<file path="src/rtl/pconv_sched_pkg.sv">
// Shared definitions for the pointwise-convolution layer sequencer:
// FSM state encoding, address-width helper and default datapath latency.
package pconv_pkg;

    typedef enum logic [2:0] {
        S_IDLE  = 3'd0,
        S_LOAD  = 3'd1,
        S_LATCH = 3'd2,
        S_RUN   = 3'd3,
        S_DRAIN = 3'd4,
        S_FIN   = 3'd5
    } state_t;

    localparam int PCONV_LAT_DEF = 3;

    // Width of an index over n items; never less than one bit.
    function automatic int addr_w(input int n);
        return (n > 1) ? $clog2(n) : 1;
    endfunction

endpackage

</file>
<file path="src/rtl/pconv_sched.sv">
// Layer sequencer for the 1x1 conv datapath: per output channel, loads weight/bias/shift
// once, streams every pixel through the datapath and writes results. PCONV_SCHED_GAP_EN inserts an idle cycle between reads.
module pconv_sched
    import pconv_pkg::*;
#(
    parameter int N             = 16,
    parameter int INPUT_CHANNEL = 3,
    parameter int OUT_CHANNEL   = 8,
    parameter int PIXELS        = 784,
    parameter int PCONV_LAT     = PCONV_LAT_DEF,
    localparam int PA = addr_w(PIXELS),
    localparam int CA = addr_w(OUT_CHANNEL),
    localparam int OA = addr_w(OUT_CHANNEL * PIXELS),
    localparam int VW = INPUT_CHANNEL * N
) (
    input  logic          clk,
    input  logic          rst,
    input  logic          start,
    input  logic          abort,
    output logic          busy,
    output logic          done,
    output logic          err,
    output logic          w_rd_en,
    output logic [CA-1:0] w_rd_addr,
    input  logic [VW-1:0] w_rd_data,
    input  logic [31:0]   b_rd_data,
    input  logic [4:0]    s_rd_data,
    output logic          in_rd_en,
    output logic [PA-1:0] in_rd_addr,
    input  logic [VW-1:0] in_rd_data,
    output logic          pconv_ce,
    output logic          pconv_input_vld,
    output logic [VW-1:0] pconv_input_din,
    output logic [VW-1:0] pconv_weight_din,
    output logic [31:0]   pconv_bias_din,
    output logic [4:0]    pconv_shift_din,
    input  logic [N-1:0]  pconv_dout,
    input  logic          pconv_dout_vld,
    output logic          out_we,
    output logic [OA-1:0] out_addr,
    output logic [N-1:0]  out_data
);

    if (PCONV_LAT < 1) begin : g_bad_lat
        $error("PCONV_LAT must be at least 1");
    end

    state_t        state_q, state_d;
    logic [CA-1:0] oc_q, oc_d;
    logic [PA-1:0] pix_q, pix_d;
    logic [PA:0]   wr_cnt_q, wr_cnt_d;
    logic [VW-1:0] weight_q, weight_d;
    logic [31:0]   bias_q, bias_d;
    logic [4:0]    shift_q, shift_d;
    logic          err_q, err_d;
    logic          vld_q, vld_d;
    logic          abort_act;
    logic          wr_state;
`ifdef PCONV_SCHED_GAP_EN
    logic          gap_q, gap_d;
`endif

    assign busy      = (state_q != S_IDLE);
    assign abort_act = abort && busy;
    assign wr_state  = (state_q == S_RUN) || (state_q == S_DRAIN) || (state_q == S_FIN);

    always_comb begin
        state_d  = state_q;
        oc_d     = oc_q;
        pix_d    = pix_q;
        wr_cnt_d = wr_cnt_q;
        weight_d = weight_q;
        bias_d   = bias_q;
        shift_d  = shift_q;
        err_d    = err_q;
        w_rd_en  = 1'b0;
        in_rd_en = 1'b0;
        done     = 1'b0;
        out_we   = 1'b0;
`ifdef PCONV_SCHED_GAP_EN
        gap_d    = gap_q;
`endif
        case (state_q)
            S_IDLE: begin
                if (start && !abort) begin
                    state_d = S_LOAD;
                    oc_d    = '0;
                    err_d   = 1'b0;
                end
            end
            S_LOAD: begin
                w_rd_en = 1'b1;
                state_d = S_LATCH;
            end
            S_LATCH: begin
                weight_d = w_rd_data;
                bias_d   = b_rd_data;
                shift_d  = s_rd_data;
                pix_d    = '0;
                wr_cnt_d = '0;
`ifdef PCONV_SCHED_GAP_EN
                gap_d    = 1'b0;
`endif
                state_d  = S_RUN;
            end
            S_RUN: begin
`ifdef PCONV_SCHED_GAP_EN
                in_rd_en = !gap_q;
                gap_d    = !gap_q;
`else
                in_rd_en = 1'b1;
`endif
                if (in_rd_en) begin
                    if (pix_q == PA'(PIXELS - 1)) state_d = S_DRAIN;
                    else                          pix_d   = pix_q + 1'b1;
                end
            end
            S_DRAIN: begin
                // Parameters for the next channel load only after every result has landed.
                if (wr_cnt_q == (PA + 1)'(PIXELS)) begin
                    if (oc_q == CA'(OUT_CHANNEL - 1)) begin
                        state_d = S_FIN;
                    end else begin
                        oc_d    = oc_q + 1'b1;
                        state_d = S_LOAD;
                    end
                end
            end
            S_FIN: begin
                done    = 1'b1;
                state_d = S_IDLE;
            end
            default: state_d = S_IDLE;
        endcase

        if (pconv_dout_vld) begin
            if (wr_state && (wr_cnt_q != (PA + 1)'(PIXELS))) begin
                out_we   = 1'b1;
                wr_cnt_d = wr_cnt_q + 1'b1;
            end else begin
                err_d = 1'b1;
            end
        end

        if (abort_act) begin
            state_d  = S_IDLE;
            w_rd_en  = 1'b0;
            in_rd_en = 1'b0;
            out_we   = 1'b0;
            done     = 1'b0;
            wr_cnt_d = wr_cnt_q;
        end
    end

    assign vld_d = in_rd_en;

    always_ff @(posedge clk) begin
        if (rst) begin
            state_q  <= S_IDLE;
            oc_q     <= '0;
            pix_q    <= '0;
            wr_cnt_q <= '0;
            weight_q <= '0;
            bias_q   <= '0;
            shift_q  <= '0;
            err_q    <= 1'b0;
            vld_q    <= 1'b0;
`ifdef PCONV_SCHED_GAP_EN
            gap_q    <= 1'b0;
`endif
        end else begin
            state_q  <= state_d;
            oc_q     <= oc_d;
            pix_q    <= pix_d;
            wr_cnt_q <= wr_cnt_d;
            weight_q <= weight_d;
            bias_q   <= bias_d;
            shift_q  <= shift_d;
            err_q    <= err_d;
            vld_q    <= vld_d;
`ifdef PCONV_SCHED_GAP_EN
            gap_q    <= gap_d;
`endif
        end
    end

    assign err              = err_q;
    assign pconv_ce         = busy;
    assign pconv_input_vld  = vld_q && !abort_act;
    assign pconv_input_din  = in_rd_data;
    assign pconv_weight_din = weight_q;
    assign pconv_bias_din   = bias_q;
    assign pconv_shift_din  = shift_q;
    assign w_rd_addr        = w_rd_en ? oc_q : '0;
    assign in_rd_addr       = in_rd_en ? pix_q : '0;
    assign out_addr         = out_we ? (OA'(oc_q) * OA'(PIXELS) + OA'(wr_cnt_q)) : '0;
    assign out_data         = out_we ? pconv_dout : '0;

endmodule

</file>
<file path="config.mk">
export PLATFORM = sky130hd
export DESIGN_NAME = pconv_sched
export DESIGN_NICKNAME = d
export VERILOG_FILES = /design/src/rtl/pconv_sched_pkg.sv /design/src/rtl/pconv_sched.sv
export SDC_FILE = /design/constraint.sdc
export NUM_CORES = 1
export LEC_CHECK = 0
export ABC_AREA = 0
export CAP_MARGIN = 20
export CORE_AREA = 2 2 132 134
export CTS_CLUSTER_SIZE = 40
export DETAILED_ROUTE_END_ITERATION = 8
export DIE_AREA = 0 0 134 136
export GPL_TIMING_DRIVEN = 1
export PLACE_DENSITY = 0.72
export SLEW_MARGIN = 10
export SYNTH_ARGS = -nofsm -noshare
export SYNTH_HDL_FRONTEND = slang
export SYNTH_SLANG_ARGS = --single-unit
</file>
<file path="constraint.sdc">
create_clock -name clk -period 2.85 [get_ports clk]
set_input_delay 0.285 -clock clk [delete_from_list [all_inputs] [get_ports clk]]
set_output_delay 0.285 -clock clk [all_outputs]
set_load 0.03 [all_outputs]
</file>
==> flow_summary.toml, run 1 <==
[outcome]
status = "completed"

[global_route]
grt_max_degree = 62
antenna_found_initial = 0
grt_pass1_wl_um = 24600
grt_pass1_vias = 4995
overflow = 0
grt.total_usage = 0.170

[sta]
rsz0062_at_grt = "false"
tightest_slew_ns = 0.670
maxSlewHeadroom = 0.550
setup_viol = 0
finalCriticalPeriod_ns = 2.74
max_freq_ghz = 0.365
final-max-slew-violation-count = 0
fin_tns_setup_ns = 0
fin_crit_sh = 0.962
clock_skew_ns = 0.0197
postLayoutSetupSlackWorst_ns = 0.108
final-hold-violation-count = 0

[setup_path]
ff2ff_path_depth = 8
required_ns = 2.57
r2r-end = "wr_cnt_q[7]"
path_max_fanout = 19
r2r_setup_slack_ns = 0.52
r2r_start = "wr_cnt_q[0]"
critPathLaunchType = "register"
end_kind = "output port"
cp.arrival_ns = 2.46
worstSetupPathType = "reg -> out"

[cts]
cts.sinks = 114
cts_tree = "done"
ctsHoldBuffers = 0
path_clk_slew_ns = 0.06
root_buffer = "clkbuf_16"
clockBufferDepth = 2
htreeDepth = 4
insertion_delay_ns = 0.41
cts_buffers = 17

[layout]
utilization = 0.490
antenna_cells = 0
drive_gt1_frac = 0.107
final_cells = 1125
areaGrowthSynthToFinish_pct = 52.2
nets = 1056
nFillCells = 1628
final_cell_mix = "clkdlybuf4s50_1, nand2_1, dfxtp_1"
fin_area_um2 = 8260
layout_commonest_cell = "clkdlybuf4s50_1"

[drt]
viasPerCell = 4.66
antenna_left = 0
vias = 5244
drtPass1Iterations = 4
wirelength_um = 15700
drc_errors = 0
drt_iter0_drc = 231
wl_per_cell_um = 14.0

[die]
initial_core_util = 0.322
dieArea_um2 = 18200
core_um2 = 16900
io_pins = 337
die_w_um = 134
fp.dieH_um = 136
rows = 48

[synthesis]
synth_enable_flop_cells = 0
syn_avg_cell_area_um2 = 7.77
seq_area_frac_synth = 0.421
syn-instance-count = 698
synth_seq_cells = 114
syn-cell-area_um2 = 5430
synth_top_flop_cell = "dfxtp_1"
async_reset_ff_frac = 0
syn_nets = 867
yosys_warnings = 0
post_synth_num_cell_types = 54

[power]
ir_drop_mv = 0.354
leakagePower_nw = 3.05
powerDensity_nw_per_um2 = 598

[flow_run]
maxCapViolCount = 0

[hold_path]
hp-start = "rst"
worstHoldPathCells = 2
worstHoldEndpoint = "wr_cnt_q[1]"
hp-class = "in -> reg"

[place]
placed_cells = 1091
io_buffer_count = 240
gp_congestion = 0.859
dp_slack_ns = 0.171
hpwlAfterDp_um = 11100
placed_cell_area_um2 = 7760
## cells in the mapped netlist (all sizes together) (2+ instances only)
| cell | instances | area [um2] |
|---|---|---|
| o21ai | 8 | 40.0 |
| nand4 | 2 | 12.5 |
| clkbuf | 29 | 109 |
| or2 | 2 | 12.5 |
| nor3 | 8 | 40.0 |
| ha | 14 | 175 |
| nand3b | 2 | 15.0 |
| a22o | 2 | 17.5 |
| nand2 | 186 | 698 |
| a211o | 3 | 26.3 |
| xor2 | 8 | 70.1 |
| a21oi | 96 | 480 |
| and2 | 35 | 221 |
| a21o | 3 | 22.5 |
| inv | 8 | 30.0 |
| mux2i | 2 | 20.0 |
| nor2b | 7 | 43.8 |
| a211oi | 2 | 15.0 |
| nor4b | 3 | 26.3 |
| buf | 60 | 419 |
| nand2b | 8 | 50.1 |
| o31ai | 3 | 22.5 |
| nor3b | 2 | 15.0 |
| nor4 | 4 | 25.0 |
| xnor2 | 8 | 70.1 |
| nand3 | 7 | 35.0 |
| or4 | 3 | 22.5 |
| nor2 | 35 | 131 |
| or3 | 5 | 41.3 |
| and3 | 11 | 68.8 |
| dfxtp | 114 | 2280 |
## per-stage QoR
step	power, mW	hold slack, ns
floorplan	2.56	0.421
global placement	2.94	0.440
detailed placement	2.95	0.446
CTS	5.01	0.389
global route	5.15	0.411
finish	4.94	0.397
## power by group
group	internal, mW	switching, mW	leakage [nW]
combinational	0.492	0.658	1.86
clock	1.28	0.763	0.261
sequential	1.69	0.0553	0.921
total	3.47	1.48	3.05
## worst max-delay path, cell delays in order (launching register included)
cell and delay (ns):
dfxtp_1 0.36, inv_1 0.09, ha_1 0.20, and2_1 0.16
and3_1 0.20, or3_4 0.33, buf_4 0.21, nor2_1 0.09
dlygate4sd2_1 0.40
## final cells by class
class / count / area (um2) / area share
clock buffers: 19 / 433 / 0.0524
clock inverters: 13 / 138 / 0.0167
inverters: 9 / 33.8 / 0.00409
multi-input cells: 486 / 2620 / 0.317
flip-flops and latches: 114 / 2290 / 0.277
well taps: 225 / 282 / 0.0341
repair buffers: 259 / 2470 / 0.299
## how the worst max path moves through the flow
stage                      startpoint            to  slack, ns  cells after the start
final                     wr_cnt_q[0]   out_addr[1]       0.11                      8
after CTS                     oc_q[0]  out_addr[10]      0.007                      8
after global routing       state_q[2]   out_addr[8]     0.0004                      7
after floorplan               oc_q[1]  out_addr[12]       0.20                      9
after detailed placement      oc_q[1]  out_addr[10]       0.17                      8
after global placement        oc_q[0]  out_addr[10]       0.19                      8
## layer usage
metal	track usage	share of wire	wire length, um
met5	0	0	0
met4	0.0863	0.020	319
met3	0.0712	0.089	1400
met2	0.290	0.50	7820
met1	0.181	0.39	6190
## kinds of logic (layout without fill, tap and decap cells)
group | after synthesis | in the layout | synth area share
AO/OA/AOI/OAI | 128 | 128 | 0.133
XOR/XNOR | 16 | 16 | 0.0258
adder cells (fa/ha/maj) | 15 | 15 | 0.0360
buffers and inverters | 98 | 300 | 0.104
flip-flops | 114 | 114 | 0.421
multiplexers | 3 | 3 | 0.00576
AND/OR/NAND/NOR | 324 | 324 | 0.276
## state kept, by name (all words and copies together) (netlist names)
name              count
err                   1
state_q               3
oc_q                  3
pix_q                10
wr_cnt_q             11
pconv_weight_din     48
vld_q                 1
pconv_bias_din       32
pconv_shift_din       5
## repair_timing
action / in CTS / in global routing
buffers inserted: 0 / 2
gates resized for setup: 31 / 53
setup endpoints to repair: 29 / 27
Note: power is estimated with default switching activity, not from simulation.
==> run 2, diff against run 1 <==
--- a/config.mk
+++ b/config.mk
@@ -11,9 +11,8 @@
 export CTS_CLUSTER_SIZE = 40
 export DETAILED_ROUTE_END_ITERATION = 8
 export DIE_AREA = 0 0 134 136
-export GPL_TIMING_DRIVEN = 1
+export GPL_TIMING_DRIVEN = 0
 export PLACE_DENSITY = 0.72
-export SLEW_MARGIN = 10
 export SYNTH_ARGS = -nofsm -noshare
 export SYNTH_HDL_FRONTEND = slang
 export SYNTH_SLANG_ARGS = --single-unit
==> flow_summary.toml, run 2 (synthesis results as in run 1) <==
[outcome]
status = "completed"

[die]
initial_core_util = 0.322
fp.dieH_um = 136
dieArea_um2 = 18200
rows = 48
core_um2 = 16900
die_w_um = 134
io_pins = 337

[drt]
wl_per_cell_um = 14.4
drtPass1Iterations = 4
drc_errors = 0
wirelength_um = 18000
drt_iter0_drc = 196
antenna_left = 0
vias = 5743
viasPerCell = 4.61

[cts]
insertion_delay_ns = 0.41
path_clk_slew_ns = 0.05
cts_buffers = 17
root_buffer = "clkbuf_16"
ctsHoldBuffers = 0
cts_tree = "done"
htreeDepth = 4
clockBufferDepth = 2
cts.sinks = 114

[sta]
max_freq_ghz = 0.358
rsz0062_at_grt = "true"
clock_skew_ns = 0.0121
finalCriticalPeriod_ns = 2.79
maxSlewHeadroom = 0.508
setup_viol = 0
fin_crit_sh = 0.980
tightest_slew_ns = 0.733
final-max-slew-violation-count = 0
final-hold-violation-count = 0
fin_hold_ws_ns = 0.422

[global_route]
grt_max_degree = 20
antenna_found_initial = 0
grt_pass1_wl_um = 27200
grt_pass1_vias = 5367
overflow = 0
grt.total_usage = 0.189

[power]
p_sw_mw = 1.56
swShare = 0.296
leakagePower_nw = 3.54
pwr-share-comb = 0.259
sequentialPowerShare = 0.333
internal-power_mw = 3.72
pwr-share-clk = 0.409
ir_drop_mv = 0.415
powerDensity_nw_per_um2 = 575

[setup_path]
r2r_setup_slack_ns = 0.30
crit_slowest_cell = "clkdlybuf4s50_1"
cp_num_buf_inv = 2
cp.arrival_ns = 2.51
path_max_fanout = 10
required_ns = 2.57
end_kind = "output port"
crit_chain = "clkbuf_2, nand2b_1, nor3_1, and2_1, clkdlybuf4s50_1"
critPathLaunchType = "register"
crit_path_max_incr_delay_ns = 0.67
worstSetupPathType = "reg -> out"
crit_family = "buffers and inverters"

[layout]
drive_gt1_frac = 0.137
layout_commonest_cell = "clkdlybuf4s50_1"
antenna_cells = 0
nets = 1178
fin_area_um2 = 9180
areaGrowthSynthToFinish_pct = 69.1
largest_reg_flops = 48
final_cell_mix = "clkdlybuf4s50_1, nand2_1, dfxtp_1"

[flow_run]
maxCapViolCount = 0

[place]
hpwlAfterDp_um = 13600
gp_congestion = 0.817
placed_cell_area_um2 = 8590
io_buffer_count = 288

[hold_path]
hp-class = "in -> reg"
-- run 2: routing by layer --
metal  GRT usage  vias up  routed length, um
met5           0        -                  0
met2       0.343      218               9190
met3      0.0798       16               1670
met4      0.0514        0                200
met1       0.202     2629               6930
li1            -     2880                  -
-- run 2: worst paths after layout --
path | startpoint | endpoint | depth (start not counted)
worst max-delay path | state_q[0] | w_rd_addr[2] | 5
worst min register to register | pconv_shift_din[4] | pconv_shift_din[4] | 2
worst min-delay path | w_rd_data[11] | pconv_weight_din[11] | 3
worst max register to register | state_q[2] | pconv_shift_din[1] | 7
-- run 2: worst min-delay path, stage by stage --
cell and delay [ns]:
clkdlybuf4s50_1 0.39, nand2_1 0.05, a21oi_1 0.05
-- run 2: power groups by stage --
| stage | Sequential (mW) | Clock (mW) | Combinational [mW] |
|---|---|---|---|
| 6_report | 1.76 | 2.16 | 1.37 |
| 5_1_grt | 1.76 | 2.26 | 1.46 |
| 4_1_cts | 1.75 | 2.21 | 1.37 |
| 3_5_place_dp | 1.79 | 0 | 1.37 |
| 3_3_place_gp | 1.78 | 0 | 1.37 |
| 2_1_floorplan | 1.94 | 0 | 0.614 |
-- run 2: repair_timing --
action / CTS / global route
pin swaps: 0 / 6
resized for setup: 91 / 70
endpoints found under the setup margin: 42 / 48
buffers inserted: 0 / 5
-- run 2: area by class of cell --
| class | instances | area, um2 |
|---|---|---|
| timing repair buffer | 293 | 2790 |
| inverter | 9 | 36.3 |
| clock inverter | 10 | 134 |
| buffer | 88 | 537 |
| clock buffer | 20 | 467 |
| multi-input combinational | 486 | 2630 |
| tap | 225 | 282 |
| fill | 1597 | 7700 |
| sequential | 114 | 2290 |
-- run 2: stage by stage --
stage | utilization | setup TNS (ns) | power, mW | setup WS [ns] | std cells
global placement | 0.509 | -2.67 | 3.15 | -0.273 | 1211
finish | 0.544 | 0 | 5.28 | 0.0576 | 1245
CTS | 0.546 | -0.00824 | 5.33 | -0.00824 | 1240
global route | 0.544 | -0.0632 | 5.49 | -0.0246 | 1245
floorplan | - | 0 | 2.56 | 0.203 | 698
detailed placement | 0.509 | -3.17 | 3.16 | -0.296 | 1211
==> run 3, diff against run 2 <==
--- a/config.mk
+++ b/config.mk
@@ -5,7 +5,6 @@
 export SDC_FILE = /design/constraint.sdc
 export NUM_CORES = 1
 export LEC_CHECK = 0
-export ABC_AREA = 0
 export CAP_MARGIN = 20
 export CORE_AREA = 2 2 132 134
 export CTS_CLUSTER_SIZE = 40
==> results of run 3 <==
The final DEF is identical to that of run 2; final timing and power are the same.
